$ cat src/rtl/oam_dma_engine_pkg.sv
// Shared types and default bus addresses for the OAM DMA engine.
// State encoding plus the classic trigger/destination register locations.
package dma_pkg;

    typedef enum logic [2:0] {
        DMA_IDLE,
        DMA_HALT,
        DMA_ALIGN,
        DMA_GET,
        DMA_PUT
    } dma_state_t;

    localparam logic [15:0] DMA_TRIG_ADDR = 16'h4014;
    localparam logic [15:0] DMA_DST_ADDR  = 16'h2004;

endpackage

$ cat src/rtl/oam_dma_engine_if.sv
// CPU-side and bus-side signal bundle for the OAM DMA engine.
// master = CPU/fabric side, slave = the engine.
interface oam_dma_engine_if
    import dma_pkg::*;
#(
    parameter int ADDR_W = 16,
    parameter int DATA_W = 8
);
    logic [ADDR_W-1:0] cpu_addr;
    logic [DATA_W-1:0] cpu_wdata;
    logic              cpu_rw;
    logic              abort;
    logic [DATA_W-1:0] bus_rdata;
    logic              cpu_halt;
    logic              dma_oe;
    logic [ADDR_W-1:0] dma_addr;
    logic              dma_rw;
    logic [DATA_W-1:0] dma_wdata;
    logic              busy;
    logic              done;
    logic              aborted;

    modport master (
        output cpu_addr, cpu_wdata, cpu_rw, abort, bus_rdata,
        input  cpu_halt, dma_oe, dma_addr, dma_rw, dma_wdata,
        input  busy, done, aborted
    );

    modport slave (
        input  cpu_addr, cpu_wdata, cpu_rw, abort, bus_rdata,
        output cpu_halt, dma_oe, dma_addr, dma_rw, dma_wdata,
        output busy, done, aborted
    );

endinterface

$ cat src/rtl/oam_dma_engine.sv
// Page-to-register DMA: halts the CPU, then alternates GET/PUT bus cycles
// copying LEN bytes from {page, idx} to a fixed destination register.
module oam_dma_engine
    import dma_pkg::*;
#(
    parameter int              ADDR_W    = 16,
    parameter int              DATA_W    = 8,
    parameter int              LEN       = 256,
    parameter logic [ADDR_W-1:0] TRIG_ADDR = ADDR_W'(DMA_TRIG_ADDR),
    parameter logic [ADDR_W-1:0] DST_ADDR  = ADDR_W'(DMA_DST_ADDR),
    parameter bit              ALIGN_EN  = 1'b1
) (
    input logic               clk,
    input logic               n_reset,
    oam_dma_engine_if.slave   bus
);

    localparam int IW = (LEN > 1) ? $clog2(LEN) : 1;
    localparam int PW = ADDR_W - 8;
    localparam logic [IW-1:0] IDX_LAST = IW'(LEN - 1);

    dma_state_t        state_q;
    dma_state_t        state_d;
    logic              parity_q;
    logic [PW-1:0]     page_q;
    logic [IW-1:0]     idx_q;
    logic [DATA_W-1:0] data_q;
    logic              done_q;
    logic              aborted_q;
    logic              trig;
    logic              last;
    logic              stop;

    assign trig = !bus.cpu_rw && (bus.cpu_addr == TRIG_ADDR);
    assign last = (idx_q == IDX_LAST);
    assign stop = (state_q != DMA_IDLE) && bus.abort;

    always_comb begin
        state_d = state_q;
        unique case (state_q)
            DMA_IDLE:  if (trig) state_d = DMA_HALT;
            DMA_HALT: begin
                if (bus.cpu_rw)
                    state_d = (ALIGN_EN && parity_q) ? DMA_ALIGN : DMA_GET;
            end
            DMA_ALIGN: state_d = DMA_GET;
            DMA_GET:   state_d = DMA_PUT;
            DMA_PUT:   state_d = last ? DMA_IDLE : DMA_GET;
            default:   state_d = DMA_IDLE;
        endcase
        // abort overrides everything once a transfer owns the bus
        if (stop) state_d = DMA_IDLE;
    end

    always_ff @(posedge clk or negedge n_reset) begin
        if (!n_reset) begin
            state_q   <= DMA_IDLE;
            parity_q  <= 1'b0;
            page_q    <= '0;
            idx_q     <= '0;
            data_q    <= '0;
            done_q    <= 1'b0;
            aborted_q <= 1'b0;
        end else begin
            state_q   <= state_d;
            parity_q  <= ~parity_q;
            done_q    <= (state_q == DMA_PUT) && last && !bus.abort;
            aborted_q <= stop;
            if (state_q == DMA_IDLE && trig) begin
                page_q <= PW'(bus.cpu_wdata);
                idx_q  <= '0;
            end
            if (state_q == DMA_GET)
                data_q <= bus.bus_rdata;
            if (state_q == DMA_PUT && !last)
                idx_q <= idx_q + 1'b1;
        end
    end

    logic is_get;
    logic is_put;

    assign is_get = (state_q == DMA_GET);
    assign is_put = (state_q == DMA_PUT);

    assign bus.busy      = (state_q != DMA_IDLE);
    assign bus.cpu_halt  = (state_q != DMA_IDLE);
    assign bus.dma_oe    = is_get || is_put;
    assign bus.dma_rw    = !is_put;
    assign bus.dma_wdata = is_put ? data_q : '0;
    assign bus.done      = done_q;
    assign bus.aborted   = aborted_q;

    always_comb begin
        bus.dma_addr = '0;
        if (is_get) bus.dma_addr = {page_q, 8'h00} + ADDR_W'(idx_q);
        if (is_put) bus.dma_addr = DST_ADDR;
    end

endmodule
$ cat src/flat_wrapper.sv
// flat-port wrapper written by rule: the top's interface ports become plain ports
module oam_dma_engine_flat import dma_pkg::*;
#(
    parameter int              ADDR_W    = 16,
    parameter int              DATA_W    = 8,
    parameter int              LEN       = 256,
    parameter logic [ADDR_W-1:0] TRIG_ADDR = ADDR_W'(DMA_TRIG_ADDR),
    parameter logic [ADDR_W-1:0] DST_ADDR  = ADDR_W'(DMA_DST_ADDR),
    parameter bit              ALIGN_EN  = 1'b1
)
  (clk, n_reset, bus_cpu_addr, bus_cpu_wdata, bus_cpu_rw, bus_abort, bus_bus_rdata, bus_cpu_halt, bus_dma_oe, bus_dma_addr, bus_dma_rw, bus_dma_wdata, bus_busy, bus_done, bus_aborted);
  oam_dma_engine_if #(.ADDR_W(ADDR_W), .DATA_W(DATA_W)) bus_i ();
  input logic clk;
  input logic n_reset;
  input wire logic [$bits(bus_i.cpu_addr)-1:0] bus_cpu_addr;
  input wire logic [$bits(bus_i.cpu_wdata)-1:0] bus_cpu_wdata;
  input wire logic [$bits(bus_i.cpu_rw)-1:0] bus_cpu_rw;
  input wire logic [$bits(bus_i.abort)-1:0] bus_abort;
  input wire logic [$bits(bus_i.bus_rdata)-1:0] bus_bus_rdata;
  output wire logic [$bits(bus_i.cpu_halt)-1:0] bus_cpu_halt;
  output wire logic [$bits(bus_i.dma_oe)-1:0] bus_dma_oe;
  output wire logic [$bits(bus_i.dma_addr)-1:0] bus_dma_addr;
  output wire logic [$bits(bus_i.dma_rw)-1:0] bus_dma_rw;
  output wire logic [$bits(bus_i.dma_wdata)-1:0] bus_dma_wdata;
  output wire logic [$bits(bus_i.busy)-1:0] bus_busy;
  output wire logic [$bits(bus_i.done)-1:0] bus_done;
  output wire logic [$bits(bus_i.aborted)-1:0] bus_aborted;
  assign bus_i.cpu_addr = bus_cpu_addr;
  assign bus_i.cpu_wdata = bus_cpu_wdata;
  assign bus_i.cpu_rw = bus_cpu_rw;
  assign bus_i.abort = bus_abort;
  assign bus_i.bus_rdata = bus_bus_rdata;
  assign bus_cpu_halt = bus_i.cpu_halt;
  assign bus_dma_oe = bus_i.dma_oe;
  assign bus_dma_addr = bus_i.dma_addr;
  assign bus_dma_rw = bus_i.dma_rw;
  assign bus_dma_wdata = bus_i.dma_wdata;
  assign bus_busy = bus_i.busy;
  assign bus_done = bus_i.done;
  assign bus_aborted = bus_i.aborted;
  oam_dma_engine #(.ADDR_W(ADDR_W), .DATA_W(DATA_W), .LEN(LEN), .TRIG_ADDR(TRIG_ADDR), .DST_ADDR(DST_ADDR), .ALIGN_EN(ALIGN_EN)) u_core (.clk(clk), .n_reset(n_reset), .bus(bus_i));
endmodule
$ cat config.mk
export PLATFORM = sky130hd
export DESIGN_NAME = oam_dma_engine_flat
export DESIGN_NICKNAME = d
export VERILOG_FILES = /design/src/rtl/oam_dma_engine_pkg.sv /design/src/rtl/oam_dma_engine_if.sv /design/src/rtl/oam_dma_engine.sv /design/src/flat_wrapper.sv
export SDC_FILE = /design/constraint.sdc
export NUM_CORES = 1
export LEC_CHECK = 0
export CAP_MARGIN = 20
export CORE_ASPECT_RATIO = 1.25
export CORE_MARGIN = 3
export CORE_UTILIZATION = 43
export CTS_BUF_LIST = sky130_fd_sc_hd__clkbuf_8
export CTS_CLUSTER_SIZE = 25
export DETAILED_ROUTE_END_ITERATION = 16
export PLACE_DENSITY = 0.8
export SLEW_MARGIN = 20
export SYNTH_ARGS = -nofsm -noshare
export SYNTH_HDL_FRONTEND = slang
export SYNTH_SLANG_ARGS = --single-unit
$ cat constraint.sdc
create_clock -name clk -period 2.2 [get_ports clk]
set_input_delay 0.44 -clock clk [delete_from_list [all_inputs] [get_ports clk]]
set_output_delay 0.44 -clock clk [all_outputs]
set_load 0.005 [all_outputs]
# ---- Yosys cells after proc, flatten, opt, wreduce, memory -nomap -nowiden
# Cells that the tools add are included.
dict set report classes {
  addsub 2
  eq_ne 8
  n_mux 11
  bitwise_logic 1
  n_reduce_logical 15
}
# op count
set ops {}
lappend ops {{$mux W16} 2}
lappend ops {{$mux W8} 3}
lappend ops {{$add A16 B8 Y16} 1}
lappend ops {{$eq A16 B15 Y1 const B} 1}
lappend ops {{$pmux W3 S5} 1}
lappend ops {{$mux W3} 3}
lappend ops {{$add A8 B1 Y8 const B} 1}
lappend ops {{$eq A8 B8 Y1 const B} 1}
lappend ops {{$eq A3 B2 Y1 const B} 2}
lappend ops {{$logic_and A1 B1 Y1} 6}
lappend ops {{$logic_not A1 Y1} 4}
lappend ops {{$eq A3 B1 Y1 const B} 1}
lappend ops {{$eq A3 B3 Y1 const B} 1}
lappend ops {{$logic_not A3 Y1} 1}
lappend ops {{$ne A3 B1 Y1 const B} 1}
lappend ops {{$ne A3 B2 Y1 const B} 1}
lappend ops {{$reduce_bool A3 Y1} 1}
lappend ops {{$mux W2} 1}
lappend ops {{$reduce_and A2 Y1} 1}
lappend ops {{$reduce_bool A2 Y1} 1}
lappend ops {{$logic_or A1 B1 Y1} 1}
lappend ops {{$mux W1} 1}
lappend ops {{$not A1 Y1} 1}
dict set report totals {
  reg_bits 30
  inputBits 36
  out_inout_bits 30
  wordCells 44
}

# ---- Logic depth before layout (Yosys ltp)
dict set report depth {
  ltp_word 5
  mapped_depth 7
  depth_no_buf 6
}

# ---- Least setup slack after synthesis
# OpenSTA, ideal clock, no wires.
dict set report synth_path {
  path_kind {input-to-reg}
  from {in bus_cpu_addr[13]}
  to {reg u_core.page_q[0]}
  setup_time_ps 125
  t_arrival_ps 1658
  required_time_ps 2075
  setup_slack_ps 418
  path_stages 4
  path_buffers 0
  cell_sequence {nor4b_1 nand4b_1 nor3_4 mux2_2}
}
dict set report synth_via {
  elab_chain_len 3
}
# item line_no
set synth_rtl {}
lappend synth_rtl {{start, declared} flat_wrapper.sv:15} ;# input wire logic [$bits(bus_i.cpu_addr)-1:0] bus_cpu_addr;
lappend synth_rtl {{$eq A16 B15 Y1} oam_dma_engine.sv:34} ;# assign trig = !bus.cpu_rw && (bus.cpu_addr == TRIG_ADDR);
lappend synth_rtl {{$logic_and A1 B1 Y1} oam_dma_engine.sv:34}
lappend synth_rtl {{$logic_and A1 B1 Y1} oam_dma_engine.sv:69} ;# if (state_q == DMA_IDLE && trig) begin
lappend synth_rtl {{end signal, assigned} oam_dma_engine.sv:70} ;# page_q <= PW'(bus.cpu_wdata);
lappend synth_rtl {{end, declared} oam_dma_engine.sv:25} ;# logic [PW-1:0] page_q;
# Every way passes these cells.
# A chain may end at the register's enable or synchronous reset.

# ---- Worst setup path after layout
dict set report layout_path {
  from {reg u_core.state_q[1]}
  to {out bus_dma_wdata[7]}
}
dict set report layout_via {
  elab_chain_len 2
}
# item line_no
set layout_rtl {}
lappend layout_rtl {{start, declared} oam_dma_engine.sv:22} ;# dma_state_t state_q;
lappend layout_rtl {{start signal, assigned} oam_dma_engine.sv:65} ;# state_q <= state_d;
lappend layout_rtl {{$eq A3 B3 Y1} oam_dma_engine.sv:84} ;# assign is_put = (state_q == DMA_PUT);
lappend layout_rtl {{$mux W8} oam_dma_engine.sv:90} ;# assign bus.dma_wdata = is_put ? data_q : '0;
lappend layout_rtl {{end, declared} flat_wrapper.sv:24} ;# output wire logic [$bits(bus_i.dma_wdata)-1:0] bus_dma_wdata;
# Every way passes these cells.

==> impl_metrics.py <==
metrics = {
    "global_route": {
        "antenna_found_initial": 0,
        "grt_util_all_layers_pct": 21.47,
        "grt_max_degree": 31,
        "grt_pass1_vias": 1464,
        "grt_remaining_overflow": 0,
        "grt_pass1_wl_um": 6872,
    },
    "routing": {
        "ant_nets": 0,
        "wl_per_cell_um": 16.63,
        "drc": 0,
        "via_count": 1388,
        "first_iter_violations": 20,
        "finalWirelength_um": 4290,
        "vias_per_cell": 5.380,
        "drt_first_pass_iters": 4,
    },
    "synthesis": {
        "syn_area_mm2": 0.001499,
        "yosys_register_bits": 30,
        "syn_inst": 146,
        "synth.top_cell.area_share_pct": 50.08,
        "seq_area_frac_synth_pct": 50.08,
        "synth_fp_nets": 183,
        "synth_enable_flop_cells": 0,
        "yosysWarnings": 0,
        "synthFlopType": "dfrtp_1",
        "ys_types": 29,
        "synth_area_per_cell_um2": 10.27,
        "yosysTopAreaCell": "dfrtp_1",
        "synthArstFlopShare_pct": 100.0,
        "synth_area_leaders": "dfrtp_1 (50%), mux2_2 (12%), and2_1 (8.8%), o21ai_0 (3.3%), nand2_1 (2.8%)",
    },
    "final_layout": {
        "seqCellArea_um2": 753.2,
        "final_nets": 258,
        "final_common_cell": "clkdlybuf4s50_1",
        "multi_input_area_um2": 720.7,
        "final_area_mm2": 0.002397,
        "syn_to_final_growth_pct": 59.93,
        "nFillCells": 257,
        "antenna_cells": 0,
        "final_cell_mix": "clkdlybuf4s50_1 (42), dfrtp_1 (28), and2_1 (21), mux2_2 (16), dlymetal6s2s_1 (16)",
        "drive_above_1_share_pct": 18.10,
    },
    "place": {
        "hpwlAfterDp_um": 3129,
        "gp_congestion": 0.8645,
        "io_buffer_count": 65,
        "detailed_place.area_mm2": 0.002238,
    },
    "pwr": {
        "power_density_mw_per_mm2": 765.5,
        "p_total_uw": 1835,
        "peakVddDrop_v": 0.0005979,
        "p_leak_uw": 0.001344,
    },
    "critical_path": {
        "critPathMaxFanout": 9,
        "cp_data_arrival_time_ns": 1.76,
        "critPathLaunchType": "flop",
        "critPathCaptureType": "output port",
        "slowest_stage": "clkdlybuf4s50_1",
        "cp.required_ns": 1.76,
        "criticalPathCategory": "flop to output port",
        "path_cells": "nor3b_4 > buf_4 > and2_1 > clkdlybuf4s50_1",
        "cpPeakStageDelay_ns": 0.49,
    },
    "job": {
        "cap_violations": 0,
    },
    "clocking": {
        "clk_latency_ns": 0.28,
        "clock_sinks": 30,
        "cts_max_path_buffers": 2,
        "cts_tree": "built",
        "root_buffer": "clkbuf_8",
        "clk_pin_slew_ns": 0.06,
        "cts_max_level": 2,
        "cts_buffers": 5,
    },
    "worst_hold_path": {
        "hp-class": "flop to flop",
    },
    "floorplanning": {
        "die_x_um": 58.81,
        "io_pins": 66,
        "num_rows": 23,
        "core_mm2": 0.003281,
        "dieHeight_um": 72.01,
        "die_area_mm2": 0.004235,
        "start_util_pct": 45.69,
    },
    "sta": {
        "drv_slew": 0,
        "final_hold_viol_count": 0,
        "fmax_ghz": 0.4546,
        "post-route-period-util_pct": 99.99,
        "period_minus_slack_ns": 2.200,
        "tns_ns": 0,
        "slew_headroom_pct": 70.50,
        "rsz0062_at_grt": "true",
        "finClkSkew_ns": 0.006449,
        "finalSetupViolCount": 0,
        "worst_pin_slew_ns": 0.4390,
    },
    "status": {
        "status": "finished clean",
    },
}
==> where the power goes <==
group,internal [uW],total [uW],switching (uW)
clock network,208,402,194
logic,337,598,261
registers,704,836,131
==> area by class of cell <==
type                            instances  share of cell area (%)
Clock buffer                            5                   2.871
Timing Repair Buffer                   75                   32.62
Tap cell                               37                   1.931
Clock inverter                          2                  0.3132
Sequential cell                        30                   31.42
Inverter                                5                  0.7829
Multi-Input combinational cell        104                   30.06
==> cells by family (layout without fill, tap and decap cells) <==
kind of cell | Yosys count | in the layout | synth area share [%]
AO/OA/AOI/OAI | 24 | 24 | 9.433
XOR/XNOR | 2 | 2 | 1.169
adder cells (fa/ha/maj) | 1 | 1 | 0.8346
AND/OR/NAND/NOR | 61 | 61 | 22.87
multiplexers | 16 | 16 | 12.02
buffers and inverters | 12 | 87 | 3.590
flip-flops | 30 | 30 | 50.08
==> per-stage QoR <==
step / std cells / hold WS [ns] / setup WS, ns / utilization (%)
3_3_place_gp: 248 / 0.4122 / -0.01399 / 68.23
3_5_place_dp: 248 / 0.4233 / -0.1022 / 68.23
5_1_grt: 258 / 0.4574 / -0.07789 / 73.07
2_1_floorplan: 146 / 0.1444 / 0.4176 / -
4_1_cts: 258 / 0.4328 / -0.03768 / 71.66
6_report: 258 / 0.4257 / 0.0001870 / 73.07
==> synthesized netlist by cell type, types with 4 or more instances <==
cell type  instances
a21oi_1            5
and2_1            21
buf_2              4
dfrtp_1           30
inv_1              5
mux2_2            16
nand2_1           11
nor2_1             8
nor3_1             7
o21ai_0           10
==> timing repair <==
item | in CTS | in global routing
setup buffers | 3 | 0
cloned | 0 | 0
endpoints found under the setup margin | 25 | 17
resized for setup | 14 | 18
hold buffers | 0 | 0
pin swaps | 1 | 0
hold endpoints to repair | 0 | 0
==> registers in the layout (all words and copies together), names as in the netlist <==
name	flops
u_core.data_q	8
u_core.idx_q	8
u_core.page_q	8
u_core.state_q	3
u_core.bus.aborted	1
u_core.bus.done	1
u_core.parity_q	1
==> critical path: cells and delay by family, from the launching register on <==
family / cells / cell delay (ns)
buf+inv: 2 / 0.67
flops: 1 / 0.45
simple gates: 2 / 0.34
==> metal layers <==
metal	track usage (%)	vias to the layer above	share of wire (%)
li1	-	654	-
met2	37.96	60	54
met3	6.940	9	9.2
met1	23.33	665	35
met5	0	-	0
met4	8.312	0	2.2
==> path summary, 6_finish.rpt <==
| path | cells past startpoint | to | slack [ns] | startpoint |
|---|---|---|---|---|
| setup reg to reg | 5 | u_core.idx_q[7]$_DFFE_PN0P_ | 0.36 | u_core.state_q[0]$_DFFE_PN0P_ |
| hold / removal | 1 | u_core.parity_q$_DFF_PN0_ | 0.43 | u_core.parity_q$_DFF_PN0_ |
| hold reg to reg | 1 | u_core.parity_q$_DFF_PN0_ | 0.43 | u_core.parity_q$_DFF_PN0_ |
| setup / recovery | 4 | bus_dma_wdata[7] | 0.0002 | u_core.state_q[1]$_DFFE_PN0P_ |
| max in group asynchronous | 2 | u_core.state_q[1]$_DFFE_PN0P_ | 1.36 | n_reset |
| min in group asynchronous | 2 | u_core.parity_q$_DFF_PN0_ | 0.55 | n_reset |
Note: power is estimated with default switching activity, not from simulation.
